<file path="config.mk">
export PLATFORM = sky130hd
export DESIGN_NAME = demux_contador_canais
export DESIGN_NICKNAME = d
export VERILOG_FILES = /design/src/rtl/demux_contador_canais.sv
export SDC_FILE = /design/constraint.sdc
export NUM_CORES = 1
export LEC_CHECK = 0
export CORE_ASPECT_RATIO = 0.9
export CORE_MARGIN = 2
export CORE_UTILIZATION = 53
export DETAILED_ROUTE_END_ITERATION = 8
export GPL_TIMING_DRIVEN = 0
export PLACE_DENSITY_LB_ADDON = 0.12
export SLEW_MARGIN = 20
export SYNTH_ARGS = -nofsm -noshare
export SYNTH_HDL_FRONTEND = slang
export SYNTH_SLANG_ARGS = --single-unit
</file>
<file path="constraint.sdc">
create_clock -name clk -period 1.83 [get_ports clk]
set_input_delay 0.2745 -clock clk [delete_from_list [all_inputs] [get_ports clk]]
set_output_delay 0.2745 -clock clk [all_outputs]
set_load 0.05 [all_outputs]
</file>
<file path="src/rtl/demux_contador_canais.sv">
// Per-channel rising-edge counter placed after the 1-to-4 demux.
// Counts rising edges on each y line inside a WIN-cycle window opened by start,
// saturating per channel with a sticky overflow flag. Counts are read back one
// channel at a time through a registered read port.
module demux_contador_canais #(
  parameter int unsigned N_CH  = 4,
  parameter int unsigned CNT_W = 8,
  parameter int unsigned WIN   = 16
) (
  input  logic             clk,
  input  logic             rst,
  input  logic [N_CH-1:0]  y,
  input  logic             start,
  input  logic             clr,
  input  logic             rd_en,
  input  logic [1:0]       rd_sel,
  output logic [CNT_W-1:0] rd_data,
  output logic             rd_valid,
  output logic [N_CH-1:0]  ovf,
  output logic             busy,
  output logic             done
);

  typedef enum logic [1:0] {StIdle, StCount, StDone} state_t;

  localparam logic [15:0]      TimerLoad = 16'(WIN - 1);
  localparam logic [CNT_W-1:0] CntMax    = '1;

  state_t           r_state, w_state_d;
  logic [N_CH-1:0]  r_y_q;
  logic [N_CH-1:0]  w_rise;
  logic [15:0]      r_timer, w_timer_d;
  logic [CNT_W-1:0] r_cnt [N_CH];
  logic [CNT_W-1:0] w_cnt_d [N_CH];
  logic [N_CH-1:0]  r_ovf, w_ovf_d;

  assign w_rise = y & ~r_y_q;

  // Next-state logic: clr dominates, then start (outside COUNT), then counting.
  always_comb begin
    w_state_d = r_state;
    w_timer_d = r_timer;
    w_cnt_d   = r_cnt;
    w_ovf_d   = r_ovf;
    if (clr) begin
      w_state_d = StIdle;
      w_timer_d = '0;
      w_ovf_d   = '0;
      for (int unsigned i = 0; i < N_CH; i++) w_cnt_d[i] = '0;
    end else begin
      case (r_state)
        StIdle, StDone: begin
          if (start) begin
            w_state_d = StCount;
            w_timer_d = TimerLoad;
            w_ovf_d   = '0;
            for (int unsigned i = 0; i < N_CH; i++) w_cnt_d[i] = '0;
          end
        end
        StCount: begin
          for (int unsigned i = 0; i < N_CH; i++) begin
            if (w_rise[i]) begin
              if (r_cnt[i] == CntMax) w_ovf_d[i] = 1'b1;
              else                    w_cnt_d[i] = r_cnt[i] + 1'b1;
            end
          end
          // Edges on the last window cycle (timer==0) are still counted above.
          if (r_timer == 16'd0) w_state_d = StDone;
          else                  w_timer_d = r_timer - 16'd1;
        end
        default: w_state_d = StIdle;
      endcase
    end
  end

  // State, timer, counters, flags and edge-detect history.
  always_ff @(posedge clk or posedge rst) begin
    if (rst) begin
      r_state <= StIdle;
      r_timer <= '0;
      r_ovf   <= '0;
      r_y_q   <= '0;
      for (int unsigned i = 0; i < N_CH; i++) r_cnt[i] <= '0;
    end else begin
      r_state <= w_state_d;
      r_timer <= w_timer_d;
      r_ovf   <= w_ovf_d;
      r_y_q   <= y;
      for (int unsigned i = 0; i < N_CH; i++) r_cnt[i] <= w_cnt_d[i];
    end
  end

  // Read port samples the current (pre-update) count; rd_data holds between reads.
  always_ff @(posedge clk or posedge rst) begin
    if (rst) begin
      rd_data  <= '0;
      rd_valid <= 1'b0;
    end else begin
      rd_valid <= rd_en;
      if (rd_en) rd_data <= r_cnt[rd_sel];
    end
  end

  assign ovf  = r_ovf;
  assign busy = (r_state == StCount);
  assign done = (r_state == StDone);

endmodule
</file>
==> results_dict.tcl <==
set metrics [dict create \
    synth_commonest_cells "dfrtp_1, nor2_1, nand2_1, xnor2_1, nand3_1" \
    dp_hpwl_um 5862 \
    yosysMostFrequentCell "dfrtp_1" \
    cp_num_buf_inv 0 \
    crit_path_start_kind "flip-flop" \
    relSlewSlack_pct 55.99 \
    die_y_um 81.93 \
    numCtsBuffers 9 \
    synthToLayoutAreaGrowth_pct 38.35 \
    grt_pass1_vias 2870 \
    crit_path_top_delay_cell "or4_4" \
    hold_slack_ns 0.2410 \
    min_period_ns 2.085 \
    antenna_found_initial 0 \
    clkTransAtPathRegs_ns 0.07 \
    grt_pass1_wl_um 14510 \
    synthCells 346 \
    num_antenna_cells 0 \
    crit_family "simple AND/OR/NAND/NOR gates" \
    reg2reg_setup_slack_ns -0.25 \
    critical_path_required_ns 2.11 \
    io_buffers 23 \
    min_path_type "input port to asynchronous set/reset pin" \
    status "complete, but fails checks" \
    dr_total_vias 3010 \
    cts_tree "yes" \
    grt_use_total_pct 25.78 \
    grt_max_degree 32 \
    initial_core_util_pct 54.58 \
    ir_drop_v 0.0005893 \
    syn-mean-instance-area_um2 10.34 \
    finClkSkew_ns 0.009505 \
    place_congestion 0.8081 \
    synth_top_area_cell "dfrtp_1" \
    fillerInstances 433 \
    async_flop_share_pct 100.0 \
    wl_per_cell_um 18.09 \
    power.density_mw_per_mm2 937.3 \
    syn_area_mm2 0.003576 \
    ys_seq_area_share_pct 46.89 \
    critPathArrivalTime_ns 2.37 \
    power_leakage_uw 0.002077 \
    synth.ff_latch_count 67 \
    critPathKind "flip-flop to flip-flop" \
    rows 28 \
    routed_wl_um 9423 \
    antenna_left 0 \
    path_max_fanout 5 \
    worst_slack_ns -0.2548 \
    critical-path-top-cell-by-count "or4_4" \
    worst_pin_slew_ns 0.6602 \
    layout.nets 443 \
    core_area_mm2 0.006551 \
    drive_above_1_share_pct 35.03 \
    ys.flop_type "dfrtp_1" \
    drc 0 \
    violations "negative setup slack" \
    die_x_um 90.59 \
    synth-edff-count 0 \
    hold_buffers 0 \
    hold_viol 0 \
    cts_sinks 67 \
    cts.path.max_buffers 2 \
    htreeDepth 3 \
    clock_latency_ns 0.35 \
    drt_iter0_markers 156 \
    end_kind "flip-flop" \
    netlist.area_leader.share_pct 46.89 \
    yosysUniqueCellTypes 53 \
    fmax_mhz 479.7 \
    cap_violations 0 \
    finalInstanceArea_mm2 0.004947 \
    yosys-top-cells-area "dfrtp_1, nor2_1, mux4_2" \
    yosysWarnings 0 \
    viasPerCell 5.777 \
    place_ws_ns -0.8926 \
    path_cells "or4_4 > a311oi_4 > o21ai_4 > or4_4 > a21oi_2" \
    cts-root-buf "clkbuf_8" \
    post_dp_cell_area_mm2 0.003990 \
    die_area_mm2 0.007421 \
    max_stage_delay_ns 0.57 \
    rsz0062_at_grt "true" \
    drt_pass1_iterations 4 \
    slew_violations 0 \
    overflow 0 \
    min_period_over_period_pct 113.9 \
    io_pins 26 \
    setup_viol 21 \
    synth_nets 362 \
]
[routing by layer]
layer / wire length [um] / GRT usage, % / up-vias
met5: 0 / 0 / -
met4: 160 / 10.00 / 0
met3: 583 / 6.330 / 13
met2: 4477 / 40.07 / 76
met1: 4202 / 35.35 / 1497
li1: - / - / 1424
[worst paths after layout]
check / start / end / cells past startpoint
min: rst / r_y_q[0] / 2
max: r_timer[0] / r_timer[13] / 5
max reg2reg: r_timer[0] / r_timer[13] / 5
min reg2reg: rd_data[3] / rd_data[3] / 1
min in group clk: rd_en / rd_valid / 1
max in group asynchronous: rst / r_timer[12] / 4
[cell families after synthesis]
family                     Yosys count  synth area share (%)
buffers and inverters               23                 2.449
DFF                                 67                 46.89
and+or+nand+nor                    153                 21.83
adders and majority gates            5                 1.749
AOI/OAI and AO/OA                   52                 12.04
xor gates and xnor gates            27                 6.613
muxes                               19                 8.432
[layout make-up]
type | instances | area [um^2] | share of cell area, %
Multi-Input combinational cell | 256 | 2175 | 43.96
Sequential cell | 67 | 1679 | 33.94
Timing Repair Buffer | 71 | 679.4 | 13.73
Clock buffer | 12 | 135.1 | 2.731
Tap cell | 90 | 112.6 | 2.276
Buffer | 11 | 66.31 | 1.340
Inverter | 11 | 60.06 | 1.214
Clock inverter | 3 | 40.04 | 0.8093
[what timing repair did]
| item | 4_1_cts | 5_1_grt |
|---|---|---|
| pin swaps | 13 | 35 |
| buffers inserted | 15 | 31 |
| resized for setup | 40 | 81 |
| setup endpoints to repair | 51 | 48 |
[stage by stage]
stage                     utilization [%]   TNS, ns  std cells  power, uW
after floorplan                         -  -0.06843        346       2460
after global placement              60.29    -34.56        459       2683
after detailed placement            60.91    -32.21        461       2712
after CTS                           67.11    -1.082        491       4105
after global routing                75.52    -3.844        521       4857
final                               75.52    -1.770        521       4637
[sequential cells by signal, indices dropped and copies added, names as in the netlist]
name	cells
r_y_q	4
rd_valid	1
r_state	2
r_timer	16
rd_data	8
r_cnt	32
ovf	4
[cells in the final DEF (no fill, tap or decap), types with 4 or more instances in the layout]
cell             instances
a21oi_1                  6
and3_1                   5
buf_4                   33
buf_6                   15
clkbuf_1                 6
clkbuf_8                 9
clkdlybuf4s50_1         18
dfrtp_1                 65
ha_1                     4
inv_1                    7
mux2_2                   9
mux4_2                   8
nand2_1                 20
nand3_1                 18
nand4_1                  4
nor2_1                  46
nor3_1                   6
nor3_2                   6
nor3_4                   6
o21ai_0                  8
o31ai_1                  4
or3_4                    4
xnor2_1                 19
xor2_1                   7
[power breakdown]
part / leakage, uW / switching, uW / internal [uW]
clock: 0.0000902 / 559 / 619
combinational: 0.00108 / 907 / 853
sequential: 0.000911 / 113 / 1590
total: 0.00208 / 1580 / 3060
(Power assumes the default switching activity.)
